<file path="config.mk">
export PLATFORM = sky130hd
export DESIGN_NAME = operand_fetch
export DESIGN_NICKNAME = d
export VERILOG_FILES = /design/src/rtl/operand_fetch.sv
export SDC_FILE = /design/constraint.sdc
export NUM_CORES = 1
export LEC_CHECK = 0
export CAP_MARGIN = 40
export CORE_UTILIZATION = 48
export CTS_CLUSTER_SIZE = 30
export DETAILED_ROUTE_END_ITERATION = 16
export GPL_TIMING_DRIVEN = 0
export PLACE_DENSITY_LB_ADDON = 0.12
export SLEW_MARGIN = 10
export SYNTH_ARGS = -nofsm -noshare
export SYNTH_HDL_FRONTEND = slang
export SYNTH_SLANG_ARGS = --single-unit
</file>
<file path="constraint.sdc">
create_clock -name clk -period 9.8 [get_ports clk]
set_input_delay 0.98 -clock clk [delete_from_list [all_inputs] [get_ports clk]]
set_output_delay 0.98 -clock clk [all_outputs]
set_load 0.05 [all_outputs]
</file>
<file path="src/rtl/operand_fetch.sv">
// operand_fetch: reads 0..3 little-endian operand bytes starting at pc,
// optionally follows a pointer for the indirect modes, and produces the
// effective address.
// One byte read takes two cycles: a read cycle (mem_read, mem_address)
// and a wait cycle in which the byte returned on mem_data_in is captured.
// Build option: define LONG_POINTER_EN to fetch 3-byte (24-bit) pointers;
// otherwise pointers are 2 bytes and pointer[23:16] stays zero.
// Mode encoding (shared MODE_* constants):
//   0 NONE, 1 A, 2 IMMEDIATE, 3 ZP, 4 ABSOLUTE, 5 INDEXED_X, 6 ABSOLUTE_X,
//   7 ABSOLUTE_Y, 8 STACK_RELATIVE, 9 INDIRECT_X, 10 INDIRECT_Y,
//   11 STACK_INDIRECT_Y; codes 12..15 are unlisted (ea = 0).
module operand_fetch (
  input  logic        clk,
  input  logic        reset,
  input  logic        start,
  input  logic [3:0]  mode,
  input  logic [2:0]  extra_bytes,
  input  logic [23:0] pc,
  input  logic [31:0] reg_x,
  input  logic [31:0] reg_y,
  input  logic [31:0] reg_sp,
  output logic [23:0] mem_address,
  output logic        mem_read,
  input  logic [7:0]  mem_data_in,
  output logic        busy,
  output logic        done,
  output logic [23:0] operand,
  output logic [23:0] ea,
  output logic [23:0] pc_next
);

  localparam logic [3:0] MODE_NONE             = 4'd0;
  localparam logic [3:0] MODE_A                = 4'd1;
  localparam logic [3:0] MODE_IMMEDIATE        = 4'd2;
  localparam logic [3:0] MODE_ZP               = 4'd3;
  localparam logic [3:0] MODE_ABSOLUTE         = 4'd4;
  localparam logic [3:0] MODE_INDEXED_X        = 4'd5;
  localparam logic [3:0] MODE_ABSOLUTE_X       = 4'd6;
  localparam logic [3:0] MODE_ABSOLUTE_Y       = 4'd7;
  localparam logic [3:0] MODE_STACK_RELATIVE   = 4'd8;
  localparam logic [3:0] MODE_INDIRECT_X       = 4'd9;
  localparam logic [3:0] MODE_INDIRECT_Y       = 4'd10;
  localparam logic [3:0] MODE_STACK_INDIRECT_Y = 4'd11;

`ifdef LONG_POINTER_EN
  localparam logic [1:0] PTR_BYTES = 2'd3;
`else
  localparam logic [1:0] PTR_BYTES = 2'd2;
`endif

  localparam logic [2:0] S_IDLE     = 3'd0;
  localparam logic [2:0] S_OP_READ  = 3'd1;
  localparam logic [2:0] S_OP_WAIT  = 3'd2;
  localparam logic [2:0] S_PTR_READ = 3'd3;
  localparam logic [2:0] S_PTR_WAIT = 3'd4;
  localparam logic [2:0] S_COMPUTE  = 3'd5;
  localparam logic [2:0] S_DONE     = 3'd6;

  logic [2:0]  state;
  logic [2:0]  state_next;
  logic [1:0]  idx;
  logic [1:0]  n_r;
  logic [1:0]  n_in;
  logic [3:0]  mode_r;
  logic [23:0] pc_r;
  logic [23:0] x_r;
  logic [23:0] y_r;
  logic [23:0] sp_r;
  logic [23:0] ptr_r;
  logic [23:0] base_r;
  logic [23:0] operand_upd;
  logic [23:0] ptr_upd;
  logic [23:0] base_calc;
  logic [23:0] ea_calc;
  logic [23:0] addr_next;
  logic        read_next;
  logic        unused_bits;

  // Only the low 24 bits of the index/stack registers take part in addressing.
  assign unused_bits = ^{reg_x[31:24], reg_y[31:24], reg_sp[31:24]};

  function automatic logic is_indirect(input logic [3:0] m);
    case (m)
      MODE_INDIRECT_X, MODE_INDIRECT_Y, MODE_STACK_INDIRECT_Y: is_indirect = 1'b1;
      default:                                                 is_indirect = 1'b0;
    endcase
  endfunction

  // Replace byte i of a 24-bit little-endian word.
  function automatic logic [23:0] put_byte(input logic [23:0] w, input logic [1:0] i,
                                           input logic [7:0] b);
    put_byte = w;
    case (i)
      2'd0:    put_byte[7:0]   = b;
      2'd1:    put_byte[15:8]  = b;
      2'd2:    put_byte[23:16] = b;
      default: put_byte        = w;
    endcase
  endfunction

  // Byte count clamp plus the operand/pointer words including the byte arriving now.
  always_comb begin
    n_in        = (extra_bytes > 3'd3) ? 2'd3 : extra_bytes[1:0];
    operand_upd = put_byte(operand, idx, mem_data_in);
    ptr_upd     = put_byte(ptr_r, idx, mem_data_in);
  end

  // Pointer base, formed from the complete operand as its last byte lands.
  always_comb begin
    case (mode_r)
      MODE_INDIRECT_X:       base_calc = operand_upd + x_r;
      MODE_STACK_INDIRECT_Y: base_calc = sp_r + operand_upd;
      default:               base_calc = operand_upd;
    endcase
  end

  // Effective address from the latched mode, registers, operand and pointer.
  always_comb begin
    case (mode_r)
      MODE_IMMEDIATE:                         ea_calc = pc_r;
      MODE_ZP, MODE_ABSOLUTE:                 ea_calc = operand;
      MODE_INDEXED_X, MODE_ABSOLUTE_X:        ea_calc = operand + x_r;
      MODE_ABSOLUTE_Y:                        ea_calc = operand + y_r;
      MODE_STACK_RELATIVE:                    ea_calc = sp_r + operand;
      MODE_INDIRECT_X:                        ea_calc = ptr_r;
      MODE_INDIRECT_Y, MODE_STACK_INDIRECT_Y: ea_calc = ptr_r + y_r;
      MODE_NONE, MODE_A:                      ea_calc = 24'd0;
      default:                                ea_calc = 24'd0;
    endcase
  end

  // Next state and the address to present when the next state is a read state.
  always_comb begin
    state_next = state;
    addr_next  = 24'd0;
    case (state)
      S_IDLE: begin
        if (start) begin
          if (n_in != 2'd0) begin
            state_next = S_OP_READ;
            addr_next  = pc;
          end else begin
            state_next = S_COMPUTE;
          end
        end else begin
          state_next = S_IDLE;
        end
      end
      S_OP_READ: state_next = S_OP_WAIT;
      S_OP_WAIT: begin
        if (idx == (n_r - 2'd1)) begin
          if (is_indirect(mode_r)) begin
            state_next = S_PTR_READ;
            addr_next  = base_calc;
          end else begin
            state_next = S_COMPUTE;
          end
        end else begin
          state_next = S_OP_READ;
          addr_next  = pc_r + {22'd0, idx} + 24'd1;
        end
      end
      S_PTR_READ: state_next = S_PTR_WAIT;
      S_PTR_WAIT: begin
        if (idx == (PTR_BYTES - 2'd1)) begin
          state_next = S_COMPUTE;
        end else begin
          state_next = S_PTR_READ;
          addr_next  = base_r + {22'd0, idx} + 24'd1;
        end
      end
      S_COMPUTE: state_next = S_DONE;
      S_DONE:    state_next = S_IDLE;
      default:   state_next = S_IDLE;
    endcase
    read_next = (state_next == S_OP_READ) || (state_next == S_PTR_READ);
  end

  // State, registered outputs and per-request working registers.
  always_ff @(posedge clk) begin
    if (reset) begin
      state       <= S_IDLE;
      idx         <= 2'd0;
      n_r         <= 2'd0;
      mode_r      <= 4'd0;
      pc_r        <= 24'd0;
      x_r         <= 24'd0;
      y_r         <= 24'd0;
      sp_r        <= 24'd0;
      ptr_r       <= 24'd0;
      base_r      <= 24'd0;
      mem_read    <= 1'b0;
      mem_address <= 24'd0;
      busy        <= 1'b0;
      done        <= 1'b0;
      operand     <= 24'd0;
      ea          <= 24'd0;
      pc_next     <= 24'd0;
    end else begin
      state       <= state_next;
      mem_read    <= read_next;
      mem_address <= read_next ? addr_next : 24'd0;
      busy        <= (state_next != S_IDLE) && (state_next != S_DONE);
      done        <= (state_next == S_DONE);
      case (state)
        S_IDLE: begin
          if (start) begin
            mode_r  <= mode;
            n_r     <= n_in;
            pc_r    <= pc;
            x_r     <= reg_x[23:0];
            y_r     <= reg_y[23:0];
            sp_r    <= reg_sp[23:0];
            idx     <= 2'd0;
            operand <= 24'd0;
            ptr_r   <= 24'd0;
            base_r  <= 24'd0;
          end
        end
        S_OP_WAIT: begin
          operand <= operand_upd;
          if (idx == (n_r - 2'd1)) begin
            idx    <= 2'd0;
            base_r <= base_calc;
          end else begin
            idx <= idx + 2'd1;
          end
        end
        S_PTR_WAIT: begin
          ptr_r <= ptr_upd;
          idx   <= idx + 2'd1;
        end
        S_COMPUTE: begin
          ea      <= ea_calc;
          pc_next <= pc_r + {22'd0, n_r};
        end
        default: begin
          idx <= idx;
        end
      endcase
    end
  end

endmodule

</file>
[Word level (Yosys, flattened, before mapping)]
Index checks and enable logic that the tools add are counted.
W data, S select, Z words.
Word-level totals
  register bits: 254
  input bits: 138
  logic and storage cells: 114
  output and inout port bits: 99
Operators by class
  equality and inequality tests: 27
  order comparisons: 1
  add/subtract/negate cells: 13
  reductions and logical operators: 21
  bitwise gates (word level): 1
  muxes and demuxes: 32
Operators with widths (count)
  $pmux W24 S2: 4
  $mux W24: 7
  $pmux W24 S7: 1
  $add A24 B24 Y24: 6
  $add A24 B2 Y24: 3
  $pmux W24 S3: 1
  $add A24 B1 Y24 const B: 2
  $mux W8: 6
  $pmux W3 S6: 1
  $eq A4 B3 Y1 const B: 4
  $eq A4 B4 Y1 const B: 4
  $mux W3: 5
  $reduce_and A3 Y1: 4
  $eq A3 B2 Y1 const B: 3
  $eq A3 B3 Y1 const B: 3
  $eq A4 B2 Y1 const B: 2
  $reduce_or A2 Y1: 4
  $eq A3 B1 Y1 const B: 2
  $mux W2: 3
  $ne A2 B2 Y1 const B: 3
  $pmux W2 S3: 1
  $reduce_and A2 Y1: 3
  $reduce_bool A2 Y1: 3
  $reduce_bool A3 Y1: 2
  15 further kinds: 18

[Depth between registers and ports, before layout]
Gate-level depths: netlist of run 1.
  depth after elaboration: 12
  gate-level depth with buffers: 18
  mapped depth without buffers: 16

[Least setup slack after synthesis of run 1]
Ideal clock, no wire load.
  kind: register to register
  start point: register mode_r[3]
  end point: register mem_address[16]
  arrival: 3836 ps
  cell stages (with the launch flop): 19
  setup slack: 5840 ps
  period minus slack after synthesis: 3960 ps
  library setup time: 125 ps
  path buffers: 2
  path through: dfxtp_1 -> nor2b_1 -> and2_1 -> clkbuf_1 -> nand2_1 -> buf_1 -> mux2_2 -> ha_1 -> inv_1 -> fa_1 -> nor2b_1 -> o21ai_1 -> a21boi_1 -> o21ai_0 -> a211oi_1 -> a21boi_0 -> xnor2_1 -> mux2i_1 -> o22ai_1
Between the ends
  cells in the longest elaborated chain, start to end: 12
  elaborated cells on any way between the ends: 19
  classes of those cells: eq/ne (5); mux (10); bitwise (1); reduce/logical (3)
RTL lines
  from (decl): RTL line 64  | logic [3:0] mode_r;
  from (signal assigned): RTL line 208  | mode_r <= mode;
  $eq A4 B4 Y1 (on tied branches): RTL line 83, 110
  $reduce_or A3 Y1: RTL line 83  | case (m)
  $mux W1: RTL line 83
  $mux W1: RTL line 151  | if (idx == (n_r - 2'd1)) begin
  $mux W1: RTL line 136  | case (state)
  $mux W3: RTL line 152  | if (is_indirect(mode_r)) begin
  $mux W3: RTL line 151
  $pmux W3 S6: RTL line 136
  $eq A3 B1 Y1 / $eq A3 B2 Y1 (equally long branches): RTL line 176  | read_next = (state_next == S_OP_READ) || (state_next == S_PTR_READ);
  $logic_or A1 B1 Y1: RTL line 176
  $not A1 Y1 (no line)
  $reduce_or A2 Y1 (no line)
  to (signal assigned): RTL line 202  | mem_address <= read_next ? addr_next : 24'd0;
  to (decl): RTL line 22  | output logic [23:0] mem_address,
Parallel ways exist; a longest one is shown, timed or not. The select of a mux whose other input is x is not followed.
A chain may end at the register's enable or synchronous reset.

[Final worst setup path of run 1]
Ends and elaborated chain as after synthesis.

==> results by group, run 1 <==
Final layout
  – Fraction of layout cells with a size suffix above 1: approximately 7.5%
  – Footprint of the multi-input gates: between 10,000 and 15,000 µm²
  – Final instance area: a little under 20,000 µm²
  – Area Growth Syn to Fin: 23.58%
  – Most frequent cells in the layout: nand2_1 (376), dfxtp_1 (254), a21oi_1 (248)
  – Final nets: between 2,000 and 3,000
  – Fillers: just over 3,000
  – Register Area: just over 5000 µm²
  – Most common cell after layout, fill and taps aside: nand2_1

Floorplanning
  – Die area: between 30,000 and 40,000 µm²
  – Die height: ~180 µm
  – Die X: roughly 180 µm
  – Rows: 66
  – IO Pins: between 200 and 250
  – Core Footprint: 32,700 µm²
  – Initial core utilization: roughly 49%

Place
  – Placer Congestion: 1.004
  – DP HPWL: about 54 mm
  – Area after DPL: about 19,000 µm²
  – Port bufs: approximately 210

Clocking
  – Clock sink count: about 250
  – Clock-pin slew on the worst setup and hold paths: ~0.06 ns
  – Clock latency on the worst-skew pair: about 0.6 ns
  – Cts bufs inserted: 30
  – H-Tree Depth: 1
  – Postcts setup bufs: 0
  – Hold buffers post-CTS: 0
  – Root Driver: clkbuf_16
  – Post-CTS sizing: 0
  – Clock Tree Buf Depth: 3
  – CTS tree: yes

Synthesis
  – FFs w/ async S/R, synth: 0%
  – Register area share after synthesis: 31.68%
  – Yosys cell types: 78
  – Yosys warnings: 0
  – Post-Syn Area: 16,050 µm²
  – Number of flops mapped to enable cells by yosys: 0
  – Mapped Cells: 2,061
  – Syn nets: approximately 2,300
  – Syn avg cell area: 7.788 µm²
  – #FFs+latches synth: 254
  – Primary FF master, synth: dfxtp_1

Critical path
  – Worst-path maximum fanout: 10
  – CP Launch Type: flip-flop
  – Crit Path Class: reg2reg
  – CP arrival: just over 6 ns
  – Crit. End Element: flip-flop
  – Req. time, crit path: between 10 and 15 ns

GRT
  – First-pass GRT wire length: between 90 and 100 mm
  – Largest net degree at the start of global routing: 16
  – Global router's overall resource usage: approximately 39%
  – Total gr overflow: 0
  – Initial antenna violation count: 0
  – Vias in the first global route: ~16,000

Power
  – Pwr/cell area: roughly 150 nW/µm²
  – Worst IR Drop VDD: approximately 0.00014 V
  – P_leak: around 7.4 nW

Route
  – Post-route DRC: 0
  – WL final: a little under 70 mm
  – Antenna Violating Nets Remaining: 0
  – Avg Vias per Cell: 6.238
  – DR pass1 iterations: 7
  – Initial drt markers: 2,025
  – Avg WL per Cell: between 20 and 25 µm
  – Via Count: approximately 17,000

Timing
  – # setup viols final: 0
  – RSZ-0062 raised after global routing: no
  – Fmax: between 150 and 200 MHz
  – Tmin final: 5.667 ns
  – Clk_skew: ~0.03 ns
  – Final worst path period share: ~58%
  – Final Hold Viols: 0
  – Hold WS: between 0.4 and 0.5 ns
  – Setup TNS: 0 ns
  – Slew Viols, Final: 0
  – Rel. slew slack: 35.47%
  – Worst slew pin tran: between 0.9 and 1 ns

Run status
  – Status: completed

Min path
  – HP Class: reg2reg

Job
  – Max cap viols: 0
[cell families (layout without fill, tap and decap cells)]
logic type	count (synthesis)	count (layout)	share of synthesized area, %
AO/OA/AOI/OAI	572	572	23.10
XOR/XNOR	116	116	6.329
adder cells (fa/ha/maj)	84	84	6.828
buffers and inverters	173	446	4.077
flip-flops	254	254	31.68
multiplexers	106	106	7.319
other	0	2	0
AND/OR/NAND/NOR	756	756	20.67
[critical path, cell delays in order, from the launching register on]
cell and delay (ns):
dfxtp_1 0.53, nor2b_1 0.33, and2_1 0.22, clkbuf_1 0.44, nand2_1 0.33, buf_1 0.42
mux2_2 0.36, ha_1 0.17, inv_1 0.06, fa_1 0.43, nor2b_1 0.17, o21ai_1 0.10
a21boi_1 0.25, o21ai_0 0.24, a211oi_1 0.49, a21boi_0 0.20, xnor2_1 0.16, mux2i_1 0.40
o22ai_1 0.18
[metrics by stage]
stage	total power (W)	util [%]	setup WS, ns	cells
finish	0.002905	60.66	4.133	2778
global route	0.002985	60.64	3.840	2776
CTS	0.002887	60.64	4.303	2776
detailed placement	0.001706	57.46	4.322	2723
global placement	0.001697	57.27	4.365	2715
floorplan	0.001463	-	5.840	2061
[flip-flops by register name, summed over array words and instances (netlist names)]
register and cells:
base_r 24, ea 24, mem_address 24, operand 24, pc_next 24, pc_r 24
ptr_r 24, sp_r 24, x_r 24, y_r 24, mode_r 4, state 3
idx 2, n_r 2, busy 1, done 1, mem_read 1
[layer usage]
| layer | vias to the layer above | routed length [µm] | share of wire (%) | GRT usage [%] |
|---|---|---|---|---|
| met5 | - | 0 | 0 | 0 |
| met4 | 0 | 3513 | 5.2 | 18.74 |
| met3 | 212 | 7560 | 11 | 9.693 |
| met2 | 1056 | 29780 | 44 | 61.47 |
| met1 | 8139 | 27280 | 40 | 50.23 |
| li1 | 7921 | - | - | - |
[Yosys cell counts, drive strengths merged (12+ instances only)]
library cell	n	area, µm²
a211oi	48	360.4
a21o	25	187.7
a21oi	250	1259
a221oi	31	277.8
a222oi	22	220.2
a22oi	25	187.7
a31oi	13	81.33
and3	16	100.1
buf	15	61.31
clkbuf	121	454.2
dfxtp	254	5085
ha	78	975.9
inv	37	138.9
mux2	91	1025
mux2i	15	150.1
nand2	376	1411
nand2b	19	118.9
nand3	66	330.3
nand4	13	81.33
nor2	158	593.1
nor2b	14	87.58
nor3	33	170.2
o21a	12	90.09
o21ai	58	294.0
o22ai	15	93.84
or2	12	75.08
or3	15	93.84
xnor2	78	683.2
xor2	38	332.8
[power breakdown]
group          switching [W]  internal [W]  total (W)  leakage, nW
clock               0.000469      0.000729    0.00120        0.511
combinational       0.000384      0.000203   0.000587         4.83
sequential         0.0000428       0.00108    0.00112         2.06
[final timing paths]
kind | start | end | slack [ns] | depth (start not counted)
max | mode_r[3] | mem_address[16] | 4.13 | 18
min | pc_next[2] | pc_next[2] | 0.46 | 2
max reg2reg | mode_r[3] | mem_address[16] | 4.13 | 18
min reg2reg | pc_next[2] | pc_next[2] | 0.46 | 2
[area by class of cell]
| class | instances | area share (%) |
|---|---|---|
| Multi-Input combinational cell | 1634 | 51.99 |
| Antenna cell | 2 | 0.02523 |
| Buffer | 136 | 2.599 |
| Tap cell | 442 | 2.788 |
| Clock inverter | 11 | 0.9840 |
| Clock buffer | 42 | 4.264 |
| Sequential cell | 254 | 25.63 |
| Timing Repair Buffer | 220 | 11.02 |
| Inverter | 37 | 0.7001 |
Note: power is estimated with default switching activity, not from simulation.
==> run 2, diff against run 1 <==
==> constraint.sdc (replaced) <==
create_clock -name clk -period 5.9 [get_ports clk]
set_input_delay 0.59 -clock clk [delete_from_list [all_inputs] [get_ports clk]]
set_output_delay 0.59 -clock clk [all_outputs]
set_load 0.05 [all_outputs]
==> run 2 against run 1 <==
Net effect: setup slack got worse by 3.8 ns; combinational power rose by 66%; critical path depth did not move; clock power rose by 66%; sequential cell count did not move; final area barely moved; largest power group unchanged.
==> results by group, run 2 (same netlist as run 1, synthesis figures left out) <==
Run status
  – Status: completed

Power
  – Clock network power share: between 40% and 50%
  – Switch Pwr: approximately 0.0015 W
  – Gate power share: roughly 20%
  – Worst IR Drop VDD: approximately 0.00024 V
  – Pwr/cell area: around 240 nW/µm²
  – Internal power: roughly 0.0033 W
  – P_leak: 7.402 nW
  – Switching Share: between 30% and 40%
  – Reg power frac: 38.6%

Clocking
  – Clock sink count: approximately 250
  – Clock-pin slew on the worst setup and hold paths: approximately 0.060 ns
  – Root Driver: clkbuf_16
  – CTS tree: yes
  – Cts bufs inserted: 30
  – H-Tree Depth: 1
  – Clock latency on the worst-skew pair: about 0.59 ns
  – Clock Tree Buf Depth: 3
  – Hold buffers post-CTS: 0

Place
  – Port bufs: 212
  – DP HPWL: ~54 mm
  – Pre-CTS setup slack: about 0.42 ns
  – Cell Count Post-Placement: between 2,000 and 3,000
  – Placer Congestion: ~1
  – Area after DPL: ~19,000 µm²

GRT
  – First-pass GRT wire length: 99.06 mm
  – Initial antenna violation count: 0
  – Largest net degree at the start of global routing: 16
  – Vias in the first global route: between 15,000 and 20,000
  – Global router's overall resource usage: approximately 39%
  – Total gr overflow: 0

Timing
  – Final Hold Viols: 0
  – Setup TNS: 0 ns
  – Rel. slew slack: between 30 and 40%
  – Clk_skew: approximately 0.027 ns
  – Worst slew pin tran: about 0.99 ns
  – Final worst setup slack: roughly 0.36 ns
  – # setup viols final: 0
  – Hold WS: roughly 0.46 ns
  – Tmin final: approximately 5.5 ns
  – Fmax: between 150 and 200 MHz
  – Slew Viols, Final: 0
  – Final worst path period share: a little over nine tenths
  – RSZ-0062 raised after global routing: no

Critical path
  – Crit. End Element: flip-flop
  – CP Launch Type: flip-flop
  – Worst-path maximum fanout: 10
  – Req. time, crit path: about 6.3 ns
  – CP arrival: ~6.0 ns
  – Crit Path Class: reg2reg

Final layout
  – Most frequent cells in the layout: nand2_1 (376), dfxtp_1 (254), a21oi_1 (248)
  – Most common cell after layout, fill and taps aside: nand2_1
  – Final instance area: approximately 20,000 µm²
  – Final Non-Filler Cells: 2,777
  – Final nets: about 2,500
  – Area Growth Syn to Fin: 23.59%
  – Fraction of layout cells with a size suffix above 1: between 7 and 8%

Route
  – Antenna Violating Nets Remaining: 0
  – Via Count: approximately 17,000
  – DR pass1 iterations: 9
  – Avg Vias per Cell: between 6 and 7
  – WL final: slightly below 70 mm
  – Post-route DRC: 0
  – Initial drt markers: around 2,000
  – Avg WL per Cell: 24.52 µm

Floorplanning
  – Die X: about 180 µm
  – Die height: roughly 180 µm
  – Die area: 34,180 µm²
  – Rows: 66
  – IO Pins: 237
  – Initial core utilization: 49.09%
  – Core Footprint: 32,700 µm²

Min path
  – HP Class: reg2reg

Job
  – Max cap viols: 0
[run 2: cell types whose count changed in the layout (fill, tap and decap cells not counted)]
cell      previous run  this run
a211oi_1            48        47
a211oi_2             0         1
diode_2              2         1
[run 2: worst paths after layout]
kind                            startpoint         endpoint  slack, ns  depth (start not counted)
worst max-delay path             mode_r[3]  mem_address[16]       0.36                         18
worst min-delay path            pc_next[2]       pc_next[2]       0.46                          2
worst max register to register   mode_r[3]  mem_address[16]       0.36                         18
worst min register to register  pc_next[2]       pc_next[2]       0.46                          2
[run 2: stage by stage]
step                power, W  utilization (%)
floorplan           0.002430                -
global placement    0.002819            57.27
detailed placement  0.002834            57.46
CTS                 0.004796            60.64
global route        0.004959            60.66
finish              0.004826            60.67
[run 2: worst max-delay path: stages, from the launching register on]
cell      delay (ns)
dfxtp_1         0.52
nor2b_1         0.33
and2_1          0.22
clkbuf_1        0.45
nand2_1         0.34
buf_1           0.42
mux2_2          0.36
ha_1            0.17
inv_1           0.06
fa_1            0.43
nor2b_1         0.17
o21ai_1         0.10
a21boi_1        0.25
o21ai_0         0.27
a211oi_2        0.36
a21boi_0        0.17
xnor2_1         0.15
mux2i_1         0.42
o22ai_1         0.18
[run 2: layout make-up]
| cell class | instances | area (µm²) |
|---|---|---|
| Clock buffer | 42 | 845.8 |
| Multi-Input combinational cell | 1634 | 10320 |
| Buffer | 136 | 515.5 |
| Fill cell | 3096 | 12860 |
| Tap cell | 442 | 553.0 |
| Timing Repair Buffer | 220 | 2186 |
| Clock inverter | 11 | 195.2 |
| Sequential cell | 254 | 5085 |
| Antenna cell | 1 | 2.502 |
| Inverter | 37 | 138.9 |
[run 2: what timing repair did]
action | 4_1_cts | 5_1_grt
setup endpoints to repair | 0 | 2
resized for setup | 0 | 1
setup buffers | 0 | 0
[run 2: power groups by stage]
stage,clock (W),combinational (W),sequential (W)
after global routing,0.00206,0.00103,0.00187
after global placement,0,0.000927,0.00189
after floorplan,0,0.000517,0.00191
after CTS,0.00199,0.000945,0.00186
after detailed placement,0,0.000940,0.00189
final,0.00199,0.000975,0.00186
[run 2: per-layer routing]
| metal | vias to the layer above | global-route usage, % | wire length, µm |
|---|---|---|---|
| met5 | - | 0 | 0 |
| met4 | 0 | 18.74 | 3427 |
| met3 | 198 | 9.693 | 7706 |
| met2 | 1041 | 61.47 | 29790 |
| met1 | 8184 | 50.23 | 27160 |
| li1 | 7908 | - | - |
